**src/rtl/rom_sequencer_pkg.sv**
```systemverilog
// ---------------------------------------------------------------------------
// jsilicon_pkg
//   Shared definitions for the ROM sequencer that feeds cpu_a / cpu_b /
//   cpu_opcode to the mode switch while the chip runs its built-in program.
//   Contents:
//     - ALU opcode encodings (OP_*)
//     - ROM word width and field layout (rom_word_t)
//     - sequencer FSM state encoding (seq_state_t, 2 bits)
//     - default program words and the halt word returned for unused addresses
// ---------------------------------------------------------------------------
package jsilicon_pkg;

  // ALU opcodes understood downstream.
  localparam logic [2:0] OP_ADD = 3'd0;
  localparam logic [2:0] OP_SUB = 3'd1;
  localparam logic [2:0] OP_MUL = 3'd2;
  localparam logic [2:0] OP_AND = 3'd3;
  localparam logic [2:0] OP_OR  = 3'd4;
  localparam logic [2:0] OP_XOR = 3'd5;

  localparam int ROM_WORD_W = 20;

  // ROM word layout: {halt[19], opcode[18:16], a[15:8], b[7:0]}.
  typedef struct packed {
    logic       halt;
    logic [2:0] opcode;
    logic [7:0] a;
    logic [7:0] b;
  } rom_word_t;

  typedef enum logic [1:0] {
    ST_IDLE = 2'd0,
    ST_LOAD = 2'd1,
    ST_HOLD = 2'd2,
    ST_DONE = 2'd3
  } seq_state_t;

  // Builds a ROM word from its fields.
  function automatic logic [ROM_WORD_W-1:0] make_word(
    input logic       halt,
    input logic [2:0] opcode,
    input logic [7:0] a,
    input logic [7:0] b
  );
    rom_word_t w;
    w.halt   = halt;
    w.opcode = opcode;
    w.a      = a;
    w.b      = b;
    return w;
  endfunction

  // Any address not holding a program word reads as a bare halt.
  localparam logic [ROM_WORD_W-1:0] HALT_WORD = 20'h80000;

  // Default program: three ALU operations followed by a halt.
  localparam logic [ROM_WORD_W-1:0] PROG_0 = {1'b0, OP_ADD, 8'd3,  8'd5};
  localparam logic [ROM_WORD_W-1:0] PROG_1 = {1'b0, OP_SUB, 8'd10, 8'd4};
  localparam logic [ROM_WORD_W-1:0] PROG_2 = {1'b0, OP_MUL, 8'd6,  8'd7};
  localparam logic [ROM_WORD_W-1:0] PROG_3 = HALT_WORD;

endpackage

```
**src/rtl/seq_rom.sv**
```systemverilog
// ---------------------------------------------------------------------------
// seq_rom
//   Combinational case-table ROM holding the built-in program.
//   Addresses outside the program return HALT_WORD so a runaway PC always
//   stops (or wraps) cleanly.
// Parameters
//   PCW   address width
// Ports
//   addr  in   PCW  word address (the sequencer's program counter)
//   word  out  20   {halt, opcode[2:0], a[7:0], b[7:0]}
// ---------------------------------------------------------------------------
module seq_rom
  import jsilicon_pkg::*;
#(
  parameter int PCW = 4
) (
  input  logic [PCW-1:0]        addr,
  output logic [ROM_WORD_W-1:0] word
);

  // Widen once so the case labels stay valid for any PCW.
  logic [31:0] addr_ext;
  assign addr_ext = 32'(addr);

  always_comb begin
    word = HALT_WORD;
    case (addr_ext)
      32'd0:   word = PROG_0;
      32'd1:   word = PROG_1;
      32'd2:   word = PROG_2;
      32'd3:   word = PROG_3;
      default: word = HALT_WORD;
    endcase
  end

endmodule

```
**src/rtl/rom_sequencer.sv**
```systemverilog
// ---------------------------------------------------------------------------
// rom_sequencer
//   Steps a program counter through the built-in ROM and presents each
//   instruction on cpu_a / cpu_b / cpu_opcode for STEP_CYCLES+1 clocks so the
//   downstream ALU and display can settle. A halt word or the last ROM address
//   ends the program in DONE.
//
// Build option
//   SEQ_LOOP_EN  when defined, a halt word or the last ROM address wraps the PC
//                to 0 and keeps running (valid stays 1, halted never set).
//
// Parameters
//   ROM_DEPTH    number of ROM words (power of two); pc width = clog2(ROM_DEPTH)
//   STEP_CYCLES  HOLD length of each instruction in clocks (>= 1)
//
// Ports
//   clk         in   1    system clock, rising edge
//   reset       in   1    asynchronous, active-high reset
//   ena         in   1    global enable; 0 freezes all state
//   mode        in   1    1 = ROM run, 0 = manual (forces IDLE)
//   start       in   1    level-sampled (re)start request from IDLE or DONE
//   pause       in   1    freezes the step timer while in HOLD
//   cpu_a       out  8    operand A of the current instruction
//   cpu_b       out  8    operand B of the current instruction
//   cpu_opcode  out  3    opcode of the current instruction
//   valid       out  1    cpu_* carry a live instruction
//   pc          out  PCW  current program counter
//   halted      out  1    sequencer is in DONE
// ---------------------------------------------------------------------------
module rom_sequencer
  import jsilicon_pkg::*;
#(
  parameter  int ROM_DEPTH   = 16,
  parameter  int STEP_CYCLES = 4,
  localparam int PCW         = $clog2(ROM_DEPTH)
) (
  input  logic           clk,
  input  logic           reset,
  input  logic           ena,
  input  logic           mode,
  input  logic           start,
  input  logic           pause,
  output logic [7:0]     cpu_a,
  output logic [7:0]     cpu_b,
  output logic [2:0]     cpu_opcode,
  output logic           valid,
  output logic [PCW-1:0] pc,
  output logic           halted
);

  // Timer counts STEP_CYCLES-1 down to 0; keep at least one bit.
  localparam int             TW         = (STEP_CYCLES > 1) ? $clog2(STEP_CYCLES) : 1;
  localparam logic [TW-1:0]  TIMER_LOAD = TW'(STEP_CYCLES - 1);
  localparam logic [PCW-1:0] PC_LAST    = PCW'(ROM_DEPTH - 1);

  seq_state_t     state_q, state_d;
  logic [PCW-1:0] pc_q, pc_d;
  logic [TW-1:0]  timer_q, timer_d;
  logic [7:0]     a_q, a_d;
  logic [7:0]     b_q, b_d;
  logic [2:0]     op_q, op_d;
  logic           valid_q, valid_d;
  logic           halted_q, halted_d;

  logic [ROM_WORD_W-1:0] rom_raw;
  rom_word_t             rom_w;

  seq_rom #(
    .PCW (PCW)
  ) u_rom (
    .addr (pc_q),
    .word (rom_raw)
  );

  assign rom_w = rom_word_t'(rom_raw);

  // -------------------------------------------------------------------------
  // Next-state / next-output logic
  // -------------------------------------------------------------------------
  always_comb begin
    // NOTE: every signal written here gets a default first; a path that skips
    // an assignment would otherwise infer a latch.
    state_d  = state_q;
    pc_d     = pc_q;
    timer_d  = timer_q;
    a_d      = a_q;
    b_d      = b_q;
    op_d     = op_q;
    valid_d  = valid_q;
    halted_d = halted_q;

    if (!mode) begin
      // Leaving ROM mode wins over everything and scrubs the outputs.
      state_d  = ST_IDLE;
      pc_d     = '0;
      timer_d  = '0;
      a_d      = '0;
      b_d      = '0;
      op_d     = '0;
      valid_d  = 1'b0;
      halted_d = 1'b0;
    end else begin
      case (state_q)
        ST_IDLE: begin
          if (start) begin
            pc_d    = '0;
            state_d = ST_LOAD;
          end
        end

        ST_LOAD: begin
          if (rom_w.halt) begin
`ifdef SEQ_LOOP_EN
            // Wrap: the previous instruction stays on the bus while PC 0 loads.
            pc_d    = '0;
            state_d = ST_LOAD;
`else
            // cpu_* keep the last instruction; only valid drops.
            valid_d  = 1'b0;
            halted_d = 1'b1;
            state_d  = ST_DONE;
`endif
          end else begin
            a_d     = rom_w.a;
            b_d     = rom_w.b;
            op_d    = rom_w.opcode;
            valid_d = 1'b1;
            timer_d = TIMER_LOAD;
            state_d = ST_HOLD;
          end
        end

        ST_HOLD: begin
          if (!pause) begin
            if (timer_q != '0) begin
              timer_d = timer_q - TW'(1);
            end else if (pc_q == PC_LAST) begin
`ifdef SEQ_LOOP_EN
              pc_d    = '0;
              state_d = ST_LOAD;
`else
              valid_d  = 1'b0;
              halted_d = 1'b1;
              state_d  = ST_DONE;
`endif
            end else begin
              pc_d    = pc_q + PCW'(1);
              state_d = ST_LOAD;
            end
          end
        end

        ST_DONE: begin
          if (start) begin
            pc_d     = '0;
            halted_d = 1'b0;
            state_d  = ST_LOAD;
          end
        end

        default: begin
          state_d = ST_IDLE;
        end
      endcase
    end
  end

  // -------------------------------------------------------------------------
  // State register; ena=0 freezes everything.
  // -------------------------------------------------------------------------
  always_ff @(posedge clk or posedge reset) begin
    if (reset) begin
      state_q  <= ST_IDLE;
      pc_q     <= '0;
      timer_q  <= '0;
      a_q      <= '0;
      b_q      <= '0;
      op_q     <= '0;
      valid_q  <= 1'b0;
      halted_q <= 1'b0;
    end else if (ena) begin
      // NOTE: non-blocking assignments so every register samples the
      // pre-edge values computed above, independent of statement order.
      state_q  <= state_d;
      pc_q     <= pc_d;
      timer_q  <= timer_d;
      a_q      <= a_d;
      b_q      <= b_d;
      op_q     <= op_d;
      valid_q  <= valid_d;
      halted_q <= halted_d;
    end
  end

  assign cpu_a      = a_q;
  assign cpu_b      = b_q;
  assign cpu_opcode = op_q;
  assign valid      = valid_q;
  assign pc         = pc_q;
  assign halted     = halted_q;

endmodule

```
**config.mk**
```make
export PLATFORM = sky130hd
export DESIGN_NAME = rom_sequencer
export DESIGN_NICKNAME = d
export VERILOG_FILES = /design/src/rtl/rom_sequencer_pkg.sv /design/src/rtl/seq_rom.sv /design/src/rtl/rom_sequencer.sv
export SDC_FILE = /design/constraint.sdc
export NUM_CORES = 1
export LEC_CHECK = 0
export CORE_UTILIZATION = 48
export DETAILED_ROUTE_END_ITERATION = 8
export GPL_TIMING_DRIVEN = 0
export PLACE_DENSITY = 0.77
export SETUP_SLACK_MARGIN = 0.15
export SYNTH_ARGS = -nofsm -noshare
export SYNTH_HDL_FRONTEND = slang
export SYNTH_HIERARCHICAL = 1
export SYNTH_SLANG_ARGS = --single-unit
```
**constraint.sdc**
```tcl
create_clock -name clk -period 1.8 [get_ports clk]
set_clock_uncertainty 0.15 [all_clocks]
set_input_delay 0.36 -clock clk [delete_from_list [all_inputs] [get_ports clk]]
set_output_delay 0.36 -clock clk [all_outputs]
set_load 0.02 [all_outputs]
```
==> flow_summary.ini <==
[synthesis]
syn_area_mm2 = 0.00168
async_flop_share = 1.00
yosys_register_bits = 29
synth.mux.area_fraction = 0
netlist_instances = 183
synth_cell_types = 44
synth_compound_area_frac = 0.185
synthTopCellsByArea = dfrtp_1 43%, nand2_1 11%, buf_4 7.2%
synth_fa_ha_area_frac = 0.0373
yosys_warnings = 6
synth_top_flop_cell = dfrtp_1
synth_area_per_cell_um2 = 9.15
synth_top_family_by_area = simple AND/OR/NAND/NOR gates
synth_top_cell_by_area = dfrtp_1
synthXorXnorAreaFrac = 0
seq_area_frac_synth = 0.433
synth_edf_count = 0
synth_simple_gate_area_frac = 0.228
synth_top_area_share = 0.433

[clock_network]
cts_num_sinks = 29
clockBufferDepth = 2
cts_tree = built
clk-insertion-delay-late_ps = 340
clk_pin_slew_ps = 100
clockRootBuffer = clkbuf_4
cts-htree-levels = 2
cts_buffers = 5

[job]
drv_cap = 0

[grt]
grt_pass1_vias = 1277
grt_start_max_net_pins = 30
overflow = 0
grt_pass1_wl_um = 6090
antenna_found_initial = 0
grt_use_total = 0.227

[route]
finalWirelength_um = 4570
dr.first_iter.drc_count = 58
dr.pass1.iters = 4
vias = 1580
ant_nets = 0
wl_per_cell_um = 14.9
route.detailed.drc = 0
vias_per_cell = 5.15

[timing]
period_needed_ps = 1880
maxSlewHeadroom = 0.573
finalSetupViolations = 16
drv_slew = 0
rsz0062_at_grt = yes
hold_viol_final = 0
fin_ws_ps = -76.3
finalCritPeriodShare = 1.04
tightestPinTransition_ps = 639
fmax_ghz = 0.533

[place]
place_congestion = 0.840
pre_cts_slack_ps = -134
port-buffer-count = 30
dpl_cell_area_mm2 = 0.00207
dpl.hpwl_um = 2350

[power]
switchingPower_mw = 1.40
p_int_mw = 2.12
power.density_mw_per_mm2 = 1330
comb_power_share = 0.566
cellLeakagePower_nw = 1.31
pwr-share-clk = 0.153
power_switching_share = 0.399
pwr-share-seq = 0.281
vdd_ir_drop_max_mv = 0.753

[setup_path]
crit_arrival_ps = 1950
crit_family = compound AO/OA/AOI/OAI gates
crit_required_ps = 1870
cp_max_fo = 4
start_kind = flop
cp_slowest_cell = dfrtp_2
path_cells = buf_6, a211o_1, nor2b_2, buf_4, a21oi_2, a221o_1
crit_type = flop to flop
slowest_delay_ps = 440
crit_buf_inv = 2
rrSetupSlack_ps = -80
cp-end-kind = flop

[layout]
n_antenna_cell = 0
drive_above_1_share = 0.471
area_growth_pct = 58.4
multi_input_area_mm2 = 0.00102
finish.instance_area_mm2 = 0.00265
fill_cells = 209
seqCellArea_um2 = 731
layout.nets = 271

[floorplan]
fp.dieW_um = 61.1
start_util = 0.502
coreArea_mm2 = 0.00334
rows = 21
die_y_um = 61.1
die_area_mm2 = 0.00373
io_pins = 31

[hold_path]
hold_path_class = input port to asynchronous set/reset pin

[outcome]
violations = setup timing
run_status = finished, violations left
[flip-flops by register name (all words and copies together), names as in the netlist]
signal,flops
pc,4
cpu_a,8
cpu_b,8
halted,1
timer_q,2
valid,1
state_q,2
cpu_opcode,3
[power by group through the flow]
stage	sequential (mW)	combinational, mW	clock, mW
floorplan	1.15	0.722	0
global placement	0.990	1.31	0
detailed placement	0.998	1.33	0
CTS	0.942	1.54	0.537
global route	1.00	2.12	0.576
finish	0.988	1.99	0.537
[layout make-up]
class                           instances  area share
Multi-Input combinational cell        134       0.385
Sequential cell                        29       0.275
Timing Repair Buffer                   61       0.211
Buffer                                 22      0.0669
Tap cell                               46      0.0217
Clock buffer                            6      0.0156
Clock inverter                          2      0.0132
Inverter                                7      0.0113
[cells by family (layout without fill, tap and decap cells)]
kind of cell / after synthesis / in the layout
buffers and inverters: 29 / 98
AO/OA/AOI/OAI: 45 / 45
flip-flops: 29 / 29
other: 1 / 10
AND/OR/NAND/NOR: 74 / 74
adder cells (fa/ha/maj): 5 / 5
[through the flow]
stage,hold slack (ps),setup TNS (ps),total power [mW],util,cells
global placement,310,-4740,2.30,0.621,268
detailed placement,318,-3630,2.33,0.621,268
finish,288,-369,3.52,0.795,307
CTS,334,0,3.02,0.692,296
global route,347,-1030,3.70,0.795,307
floorplan,288,0,1.87,-,192
[layout by cell type (no fill, tap or decap), types with 6 or more instances in the layout]
cell type / instances
nand2_2: 11
o21ai_1: 10
nand2_1: 27
clkdlybuf4s15_1: 6
dfrtp_1: 25
nand2_4: 9
dlygate4sd2_1: 16
buf_4: 41
conb_1: 10
o21ai_2: 13
[cells in the mapped netlist (all sizes together) (3+ instances only)]
library cell	number
ha	5
nand3	6
nor2b	4
o21ai	24
dfrtp	29
clkbuf	3
nand2b	3
nor4	3
inv	7
buf	19
nand2	47
a21oi	6
[worst paths after layout]
check                           startpoint  endpoint  cells after the start
worst max-delay path                 pc[3]    halted                      6
worst min-delay path                 reset  cpu_a[4]                      2
worst max register to register       pc[3]    halted                      6
worst min register to register    cpu_a[5]  cpu_a[5]                      2
max in group asynchronous            reset     pc[0]                      2
min in group clk                  cpu_a[5]  cpu_a[5]                      2
[layer usage]
metal	vias to the layer above	global-route usage	wire [um]
met5	-	0	0
met4	0	0.0812	61
met3	7	0.0756	266
met2	63	0.329	2310
met1	741	0.316	1920
li1	769	-	-
[worst reg2reg max path, stage by stage (launching register included)]
cell,delay [ps]
dfrtp_2,440
buf_6,130
a211o_1,320
nor2b_2,170
buf_4,150
a21oi_2,50
a221o_1,360
[what timing repair did]
| action | 4_1_cts | 5_1_grt |
|---|---|---|
| gates cloned | 1 | 2 |
| endpoints found under the setup margin | 54 | 60 |
| setup buffers | 19 | 9 |
| resized for setup | 47 | 75 |
| pin swaps | 2 | 24 |
| hold buffers | 0 | 0 |
Power figures use the tool's default switching activity.
